File: config.mk
export PLATFORM = sky130hd
export DESIGN_NAME = ems_sdram_bridge
export DESIGN_NICKNAME = d
export VERILOG_FILES = /design/src/rtl/ems_pkg.sv /design/src/rtl/ems_line_buf.sv /design/src/rtl/ems_sdram_bridge.sv
export SDC_FILE = /design/constraint.sdc
export NUM_CORES = 1
export LEC_CHECK = 0
export BUFFER_PORTS_ARGS = -buffer_cell sky130_fd_sc_hd__buf_2
export CORE_ASPECT_RATIO = 0.8
export CORE_MARGIN = 8
export CORE_UTILIZATION = 45
export CTS_BUF_LIST = sky130_fd_sc_hd__clkbuf_8
export DETAILED_ROUTE_END_ITERATION = 10
export PLACE_DENSITY = 0.78
export SETUP_SLACK_MARGIN = 0.2
export SYNTH_ARGS = -nofsm -noshare
export SYNTH_HDL_FRONTEND = slang
export SYNTH_SLANG_ARGS = --single-unit
File: constraint.sdc
create_clock -name wb_clk -period 4.8 [get_ports wb_clk]
set_clock_uncertainty 0.05 [all_clocks]
set_input_delay 0.48 -clock wb_clk [delete_from_list [all_inputs] [get_ports wb_clk]]
set_output_delay 0.48 -clock wb_clk [all_outputs]
set_load 0.03 [all_outputs]
File: src/rtl/ems_pkg.sv
// rtl/ems_pkg.sv - shared types and geometry for the EMS SDRAM bridge
package ems_pkg;

  // Default byte-address reach; also used by the EMS mapper
  localparam int EMS_ADR_WIDTH  = 24;
  // Default line geometry: 4 halfwords, matching the controller burst length
  localparam int EMS_LINE_LOG2  = 2;
  localparam int EMS_LINE_WORDS = 1 << EMS_LINE_LOG2;
  // One CPU halfword per 4-byte slot, so the word index starts at bit 2
  localparam int IDX_LSB        = 2;
  localparam int EMS_TAG_LSB    = IDX_LSB + EMS_LINE_LOG2;

  typedef enum logic [2:0] {
    IDLE,
    RD_REQ,
    RD_FILL,
    WR_REQ,
    ACK
  } state_t;

endpackage

File: src/rtl/ems_line_buf.sv
// rtl/ems_line_buf.sv - single-line read buffer with tag/valid and hit compare
module ems_line_buf
  import ems_pkg::*;
#(
  parameter int LINE_LOG2 = EMS_LINE_LOG2,
  parameter int TAG_W     = EMS_ADR_WIDTH - IDX_LSB - EMS_LINE_LOG2
) (
  input  logic                 i_clk,
  input  logic                 i_rst,
  input  logic [TAG_W-1:0]     i_tag,
  input  logic                 i_tag_ld,
  input  logic                 i_set_valid,
  output logic                 o_hit,
  input  logic                 i_wr_en,
  input  logic [LINE_LOG2-1:0] i_wr_idx,
  input  logic [1:0]           i_wr_be,
  input  logic [15:0]          i_wr_dat,
  input  logic                 i_fill_en,
  input  logic [LINE_LOG2-1:0] i_fill_idx,
  input  logic [15:0]          i_fill_dat,
  input  logic [LINE_LOG2-1:0] i_rd_idx,
  output logic [15:0]          o_rd_dat
);
  localparam int LINE_WORDS = 1 << LINE_LOG2;

  logic [TAG_W-1:0] r_tag;
  logic             r_valid;
  logic [15:0]      r_line [LINE_WORDS];

  // Tag/valid: a new miss invalidates and retags; the last fill word validates
  always_ff @(posedge i_clk or posedge i_rst) begin
    if (i_rst) begin
      r_tag   <= '0;
      r_valid <= 1'b0;
    end else if (i_tag_ld) begin
      r_tag   <= i_tag;
      r_valid <= 1'b0;
    end else if (i_set_valid) begin
      r_valid <= 1'b1;
    end
  end

  // Data array: burst fill words, or byte-masked write-hit updates
  always_ff @(posedge i_clk or posedge i_rst) begin
    if (i_rst) begin
      for (int i = 0; i < LINE_WORDS; i++) r_line[i] <= '0;
    end else if (i_fill_en) begin
      r_line[i_fill_idx] <= i_fill_dat;
    end else if (i_wr_en) begin
      if (i_wr_be[0]) r_line[i_wr_idx][7:0]  <= i_wr_dat[7:0];
      if (i_wr_be[1]) r_line[i_wr_idx][15:8] <= i_wr_dat[15:8];
    end
  end

  assign o_hit    = r_valid && (r_tag == i_tag);
  assign o_rd_dat = r_line[i_rd_idx];

endmodule

File: src/rtl/ems_sdram_bridge.sv
// rtl/ems_sdram_bridge.sv - Wishbone to SDRAM controller bridge with one-line read buffer
module ems_sdram_bridge
  import ems_pkg::*;
#(
  parameter int ADR_WIDTH = EMS_ADR_WIDTH,
  parameter int LINE_LOG2 = EMS_LINE_LOG2
) (
  input  logic                 wb_clk,
  input  logic                 wb_rst,
  input  logic [15:0]          wb_dat_i,
  output logic [15:0]          wb_dat_o,
  input  logic [1:0]           wb_sel_i,
  input  logic                 wb_cyc_i,
  input  logic                 wb_stb_i,
  input  logic                 wb_we_i,
  output logic                 wb_ack_o,
  input  logic [31:0]          sdram_adr_i,
  output logic                 ctl_req,
  output logic                 ctl_we,
  output logic [ADR_WIDTH-3:0] ctl_adr,
  output logic [1:0]           ctl_be,
  output logic [15:0]          ctl_wdat,
  input  logic                 ctl_gnt,
  input  logic [15:0]          ctl_rdat,
  input  logic                 ctl_rvalid
);
  localparam int TAG_LSB = IDX_LSB + LINE_LOG2;
  localparam int TAG_W   = ADR_WIDTH - TAG_LSB;
  localparam logic [LINE_LOG2-1:0] LAST_WORD = LINE_LOG2'((1 << LINE_LOG2) - 1);

  state_t               r_state;
  state_t               w_state_nxt;
  logic [LINE_LOG2-1:0] r_idx;
  logic [LINE_LOG2-1:0] r_cnt;
  logic                 r_abort;

  logic [ADR_WIDTH-3:0] w_slot;
  logic [TAG_W-1:0]     w_tag;
  logic [LINE_LOG2-1:0] w_idx;
  logic [LINE_LOG2-1:0] w_rd_idx;
  logic [15:0]          w_rd_dat;
  logic                 w_hit, w_req, w_keep;
  logic                 w_start_rd, w_start_wr, w_rd_hit, w_fill, w_fill_last, w_busy;
  logic                 w_unused_adr;

  assign w_slot       = sdram_adr_i[ADR_WIDTH-1:IDX_LSB];
  assign w_tag        = sdram_adr_i[ADR_WIDTH-1:TAG_LSB];
  assign w_idx        = sdram_adr_i[TAG_LSB-1:IDX_LSB];
  assign w_unused_adr = &{1'b0, sdram_adr_i[31:ADR_WIDTH], sdram_adr_i[IDX_LSB-1:0]};
  assign w_req        = wb_cyc_i & wb_stb_i & ~wb_ack_o;
  // Completion acks only if the master has held the cycle throughout
  assign w_keep       = wb_cyc_i & ~r_abort;
  assign w_rd_idx     = (r_state == IDLE) ? w_idx : r_idx;

  ems_line_buf #(
    .LINE_LOG2 (LINE_LOG2),
    .TAG_W     (TAG_W)
  ) u_line_buf (
    .i_clk       (wb_clk),
    .i_rst       (wb_rst),
    .i_tag       (w_tag),
    .i_tag_ld    (w_start_rd),
    .i_set_valid (w_fill_last),
    .o_hit       (w_hit),
    .i_wr_en     (w_start_wr & w_hit),
    .i_wr_idx    (w_idx),
    .i_wr_be     (wb_sel_i),
    .i_wr_dat    (wb_dat_i),
    .i_fill_en   (w_fill),
    .i_fill_idx  (r_cnt),
    .i_fill_dat  (ctl_rdat),
    .i_rd_idx    (w_rd_idx),
    .o_rd_dat    (w_rd_dat)
  );

  // State register
  always_ff @(posedge wb_clk or posedge wb_rst) begin
    if (wb_rst) r_state <= IDLE;
    else        r_state <= w_state_nxt;
  end

  // Next-state logic
  always_comb begin
    w_state_nxt = r_state;
    case (r_state)
      IDLE:    if (w_rd_hit) w_state_nxt = ACK;
               else if (w_start_rd) w_state_nxt = RD_REQ;
               else if (w_start_wr) w_state_nxt = WR_REQ;
      RD_REQ:  if (ctl_gnt) w_state_nxt = RD_FILL;
      RD_FILL: if (w_fill_last) w_state_nxt = w_keep ? ACK : IDLE;
      WR_REQ:  if (ctl_gnt) w_state_nxt = w_keep ? ACK : IDLE;
      ACK:     w_state_nxt = IDLE;
      default: w_state_nxt = IDLE;
    endcase
  end

  // Per-state control decode driving the datapath and line buffer
  always_comb begin
    w_start_rd  = 1'b0;
    w_start_wr  = 1'b0;
    w_rd_hit    = 1'b0;
    w_fill      = 1'b0;
    w_fill_last = 1'b0;
    w_busy      = (r_state == RD_REQ) || (r_state == RD_FILL) || (r_state == WR_REQ);
    if (r_state == IDLE && w_req) begin
      if (wb_we_i)    w_start_wr = 1'b1;
      else if (w_hit) w_rd_hit   = 1'b1;
      else            w_start_rd = 1'b1;
    end
    if (r_state == RD_FILL && ctl_rvalid) begin
      w_fill      = 1'b1;
      w_fill_last = (r_cnt == LAST_WORD);
    end
  end

  // Registered bus and controller outputs, fill counter and abort tracking
  always_ff @(posedge wb_clk or posedge wb_rst) begin
    if (wb_rst) begin
      wb_ack_o <= 1'b0;
      wb_dat_o <= '0;
      ctl_req  <= 1'b0;
      ctl_we   <= 1'b0;
      ctl_adr  <= '0;
      ctl_be   <= '0;
      ctl_wdat <= '0;
      r_idx    <= '0;
      r_cnt    <= '0;
      r_abort  <= 1'b0;
    end else begin
      wb_ack_o <= (w_state_nxt == ACK);
      if (w_rd_hit) wb_dat_o <= w_rd_dat;
      if (w_start_rd) begin
        ctl_req <= 1'b1;
        ctl_we  <= 1'b0;
        ctl_adr <= {w_tag, {LINE_LOG2{1'b0}}};
        r_idx   <= w_idx;
        r_abort <= 1'b0;
      end
      if (w_start_wr) begin
        ctl_req  <= 1'b1;
        ctl_we   <= 1'b1;
        ctl_adr  <= w_slot;
        ctl_be   <= wb_sel_i;
        ctl_wdat <= wb_dat_i;
        r_abort  <= 1'b0;
      end
      if ((r_state == RD_REQ || r_state == WR_REQ) && ctl_gnt) ctl_req <= 1'b0;
      if (w_busy && !wb_cyc_i) r_abort <= 1'b1;
      if (w_fill) begin
        r_cnt <= r_cnt + 1'b1;
        // The requested word may be the one arriving right now
        if (w_fill_last) wb_dat_o <= (r_idx == r_cnt) ? ctl_rdat : w_rd_dat;
      end
    end
  end

endmodule

=== Yosys cells after proc, flatten, opt, wreduce, memory -nomap -nowiden ===
Index checks and enable logic that the tools add are counted.

* Order comparisons: 5
* Equality and inequality tests: 7
* Multiplexer cells: 52
* Add/sub/neg operators: 1
* Reduce and logical (&&, ||, !) cells: 17
* Bitwise gates (word level): 9

{| class="wikitable"
|+ Operators with widths
! cell !! count
|-
| two-way mux 64 bit || 6
|-
| bitwise mux 64 bit || 3
|-
| two-way mux 16 bit || 8
|-
| demux 16 bit (select 2 bit) || 3
|-
| two-way mux 22 bit || 2
|-
| binary-select mux 16 bit (select 2 bit) || 1
|-
| two-way mux 3 bit || 7
|-
| equality test 20 bit || 1
|-
| two-way mux 1 bit || 19
|-
| case mux 3 bit (4 select lines) || 1
|-
| greater-or-equal comparator 3 bit, second input constant || 3
|-
| inverter 2 -> 3 bit || 3
|-
| two-way mux 8 bit || 1
|-
| logical AND 1 bit || 7
|-
| equality test 3 x 2 -> 1 bit, second input constant || 2
|-
| less-than comparator 3 x 1 -> 1 bit, second input constant || 2
|-
| nonzero test 2 bit || 3
|-
| nonzero test 3 bit || 2
|-
| AND 1 bit || 4
|-
| equality test 3 x 1 -> 1 bit, second input constant || 1
|-
| equality test 3 bit, second input constant || 1
|-
| logical NOT 3 bit || 1
|-
| logical OR 1 bit || 3
|-
| adder 2 x 1 -> 2 bit, second input constant || 1
|-
| 5 further kinds || 6
|}

* Register bits: 152
* Input port bits: 73
* Output and inout bits: 59

=== Longest topological paths before layout ===
* Depth after elaboration: 13
* Mapped depth: 8
* Depth with buffers taken out: 7

=== Modules after synthesis ===
Synthesis repeated with hierarchy kept, for this count alone.

* Cells, all modules: 618
* Area, all modules: 7562.3 µm²

{| class="wikitable"
|+ By module, submodules not included
! module !! area each (µm²) !! cells each !! instances !! seq. area each (µm²)
|-
| ems_line_buf || 4543.1 || 409 || 1 || 2127.0
|-
| ems_sdram_bridge || 3019.1 || 209 || 1 || 1676.6
|}

=== Worst setup path after synthesis ===
OpenSTA, ideal clock, no wires.

* Path type: input -> register
* From: input sdram_adr_i[7]
* To: register ctl_adr[10]
* Arrival time: 2.331 ns
* Required time: 4.622 ns
* Buffers on the path: 2
* Path slack: 2.291 ns
* Stages: 7
* Cell sequence: xnor2_1 nand4_1 or4_1 buf_6 o31ai_4 buf_6 mux2_1

* Longest elaborated chain between the ends: 6

{| class="wikitable"
|+ RTL lines
! element !! RTL line !! RTL
|-
| from (decl) || ems_sdram_bridge.sv:17 || <nowiki>input logic [31:0] sdram_adr_i,</nowiki>
|-
| equality test 20 bit || ems_line_buf.sv:55 || <nowiki>assign o_hit = r_valid && (r_tag == i_tag);</nowiki>
|-
| logical AND 1 bit || ems_line_buf.sv:55 ||
|-
| two-way mux 1 bit || ems_sdram_bridge.sv:107 || <nowiki>else if (w_hit) w_rd_hit = 1'b1;</nowiki>
|-
| two-way mux 1 bit || ems_sdram_bridge.sv:106 || <nowiki>if (wb_we_i) w_start_wr = 1'b1;</nowiki>
|-
| two-way mux 1 bit || ems_sdram_bridge.sv:105 || <nowiki>if (r_state == IDLE && w_req) begin</nowiki>
|-
| nonzero test 2 bit (no source line) || - ||
|-
| to (signal assigned) || ems_sdram_bridge.sv:135 || <nowiki>ctl_adr <= {w_tag, {LINE_LOG2{1'b0}}};</nowiki>
|-
| to (signal assigned) || ems_sdram_bridge.sv:142 || <nowiki>ctl_adr <= w_slot;</nowiki>
|-
| to (decl) || ems_sdram_bridge.sv:20 || <nowiki>output logic [ADR_WIDTH-3:0] ctl_adr,</nowiki>
|}

No other way between the ends.
A chain may end at the register's enable or synchronous reset.

=== Worst setup path after layout ===
* From: register u_line_buf.r_tag[15]
* To: register u_line_buf.r_tag[2]

* Longest elaborated chain between the ends: 5

{| class="wikitable"
|+ RTL lines
! element !! RTL line !! RTL
|-
| from (decl) || ems_line_buf.sv:26 || <nowiki>logic [TAG_W-1:0] r_tag;</nowiki>
|-
| from (signal assigned) || ems_line_buf.sv:36 || <nowiki>r_tag <= i_tag;</nowiki>
|-
| equality test 20 bit || ems_line_buf.sv:55 ||
|-
| logical AND 1 bit || ems_line_buf.sv:55 ||
|-
| two-way mux 1 bit || ems_sdram_bridge.sv:107 ||
|-
| two-way mux 1 bit || ems_sdram_bridge.sv:106 ||
|-
| two-way mux 1 bit || ems_sdram_bridge.sv:105 ||
|}

No other way between the ends.

==> flow_metrics.tcl <==
set metrics [dict create \
    synthesis.area_mm2 0.008025 \
    drc 0 \
    portBuffers 121 \
    finalNonFillerCells 1120 \
    grt_max_degree 153 \
    finalCriticalPeriod_ns 3.296 \
    antenna_found_initial 1 \
    synth_fp_nets 850 \
    cts-resized-gates 0 \
    core_area_mm2 0.01738 \
    ys_seq_elements 152 \
    arrival_ns 3.59 \
    cts-root-buf "clkbuf_8" \
    grt_usage 0.2009 \
    postRouteWirelength_mm 22.24 \
    syn_inst 773 \
    drt.antenna.violating_nets 0 \
    cp-start-kind "flip-flop" \
    fin_util 0.5300 \
    cts_tree "built" \
    crit_type "flip-flop to flip-flop" \
    ys_types 59 \
    die-area_mm2 0.02239 \
    postCtsSetupRepairBufs 0 \
    power_mw 6.135 \
    cts_buffers 17 \
    final_nets 958 \
    grt_overflow 0 \
    crit_required_ns 5.10 \
    multi_input_area_mm2 0.003948 \
    seqCellArea_mm2 0.003804 \
    firstDrtPassIters 5 \
    ys_seq_area_frac 0.4740 \
    fillers 1525 \
    slew_viol_final 0 \
    max_slew.worst_pin.slew_ns 1.182 \
    clk_pin_slew_ns 0.09 \
    power_leakage_nw 4.198 \
    reg2reg_slack_ns 1.50 \
    cts_hold_buf 0 \
    initial_core_util 0.4618 \
    synthArstFlopShare 1.000 \
    rsz0062_at_grt "false" \
    post_drt_wl_per_cell_um 19.86 \
    clk_latency_ns 0.46 \
    clockBufferDepth 2 \
    status "finished, final reports clean" \
    syn_avg_cell_area_um2 10.38 \
    die_h_um 135.4 \
    max_slew_margin 0.1962 \
    cap_viol_max_count 0 \
    finalCritPeriodShare 0.6866 \
    synth_flop_cell "dfrtp_1" \
    cp-end-kind "flip-flop" \
    synth_edf_count 0 \
    ys_warn_count 0 \
    tns_ns 0 \
    syn2layout_area_growth_pct 14.76 \
    hpwlAfterDp_mm 15.42 \
    vias_per_cell 5.840 \
    setup_viol 0 \
    drive_gt1_frac 0.2438 \
    irDropWorstVdd_uv 339.6 \
    placedCellCount 1087 \
    io_pins 132 \
    grt_first_pass_wirelength_mm 35.40 \
    die_w_um 165.3 \
    critPathMaxFanout 24 \
    vias 6541 \
    timing.fmax_mhz 303.4 \
    hp-class "primary input to flip-flop" \
    drtIter0Drc 675 \
    grt_pass1_vias 6723 \
    cts_max_level 4 \
    cts_sinks 152 \
    hold_violations 0 \
    rows 43 \
    cellPowerDensity_mw_per_mm2 666.1 \
    place_congestion 0.8530 \
]
[logic make-up after synthesis]
| logic type | synth area share |
|---|---|
| buffers and inverters | 0.03492 |
| DFF | 0.4740 |
| and+or+nand+nor | 0.1575 |
| muxes | 0.1405 |
| adders and majority gates | 0.006237 |
| AOI/OAI and AO/OA | 0.1717 |
| xor gates and xnor gates | 0.01528 |
[final timing paths]
check                                      from                    end  depth (start not counted)
min in group asynchronous                wb_rst            ctl_wdat[0]                          3
max in group asynchronous                wb_rst  u_line_buf.r_line[44]                          3
max reg2reg                u_line_buf.r_tag[15]    u_line_buf.r_tag[2]                          7
max                        u_line_buf.r_tag[15]    u_line_buf.r_tag[2]                          7
min reg2reg                         ctl_wdat[9]            ctl_wdat[9]                          2
min                                    wb_cyc_i                r_abort                          2
[layout by cell type, fill, tap and decap left out, types with 19 or more instances in the layout]
cell type,n
a21oi_1,19
buf_2,121
dfrtp_1,152
mux2_2,29
mux2i_1,64
nand2_1,87
nor2_1,80
nor2b_1,27
o21a_1,32
o22ai_1,55
[routing by layer]
layer | up-vias | GRT usage | routed length [um]
met5 | - | 0 | 13
li1 | 3001 | - | -
met1 | 3211 | 0.2632 | 9445
met3 | 40 | 0.05103 | 2067
met4 | 2 | 0.06881 | 332
met2 | 287 | 0.3187 | 10380
[synthesized netlist by cell type, types with 3 or more instances]
cell | n | area share
a21oi_1 | 19 | 0.012
buf_6 | 5 | 0.0070
ha_1 | 4 | 0.0062
a2111oi_0 | 3 | 0.0033
o21a_1 | 32 | 0.030
mux2_2 | 29 | 0.041
or2_1 | 3 | 0.0023
inv_1 | 11 | 0.0051
buf_4 | 7 | 0.0065
nor2b_1 | 27 | 0.021
nand2_1 | 87 | 0.041
nor3_1 | 17 | 0.011
clkbuf_1 | 23 | 0.011
buf_2 | 8 | 0.0050
nand4_1 | 3 | 0.0023
a211oi_1 | 16 | 0.015
dfrtp_1 | 152 | 0.47
nand2b_1 | 5 | 0.0039
o22a_1 | 16 | 0.017
nand3_1 | 9 | 0.0056
xnor2_1 | 14 | 0.015
mux2i_1 | 64 | 0.080
and2_1 | 3 | 0.0023
o31ai_4 | 3 | 0.0080
nor2_1 | 80 | 0.037
a2bb2oi_1 | 7 | 0.0076
mux2_1 | 11 | 0.015
o21ai_0 | 18 | 0.011
o22ai_1 | 55 | 0.043
[registers in the layout, summed over array words and instances (netlist names)]
register	cells
r_state	3
ctl_be	2
ctl_we	1
u_line_buf.r_valid	1
ctl_adr	22
wb_ack_o	1
wb_dat_o	16
r_idx	2
ctl_req	1
r_cnt	2
u_line_buf.r_line	64
r_abort	1
u_line_buf.r_tag	20
ctl_wdat	16
[power by group]
part	leakage [nW]	internal (mW)	switching, mW
Clock	0.218	0.533	0.512
Sequential	1.76	1.91	0.368
Combinational	2.22	1.16	1.65
[stage by stage]
stage	hold slack, ns	setup WS, ns	area (um2)
2_1_floorplan	0.3984	2.291	8029
3_3_place_gp	0.4021	1.359	8786
3_5_place_dp	0.4072	1.343	8786
4_1_cts	0.1614	1.525	9208
5_1_grt	0.1707	1.330	9208
6_report	0.1882	1.504	9210
[area by class of cell]
class / instances / area share
multi-input combinational: 566 / 0.4286
antenna: 1 / 0.0002717
sequential: 152 / 0.4130
timing repair buffer: 133 / 0.07689
tap: 225 / 0.03057
clock inverter: 14 / 0.01888
clock buffer: 18 / 0.02690
inverter: 11 / 0.004891
[worst max-delay path: stages, from the launching register on]
cell      delay (ns)
dfrtp_1         0.40
xnor2_1         0.17
nand4_1         0.13
or4_1           0.52
buf_4           0.23
or2_1           0.56
nand3b_2        0.69
mux2_2          0.41
No activity file was read; power rests on OpenSTA's default activity.
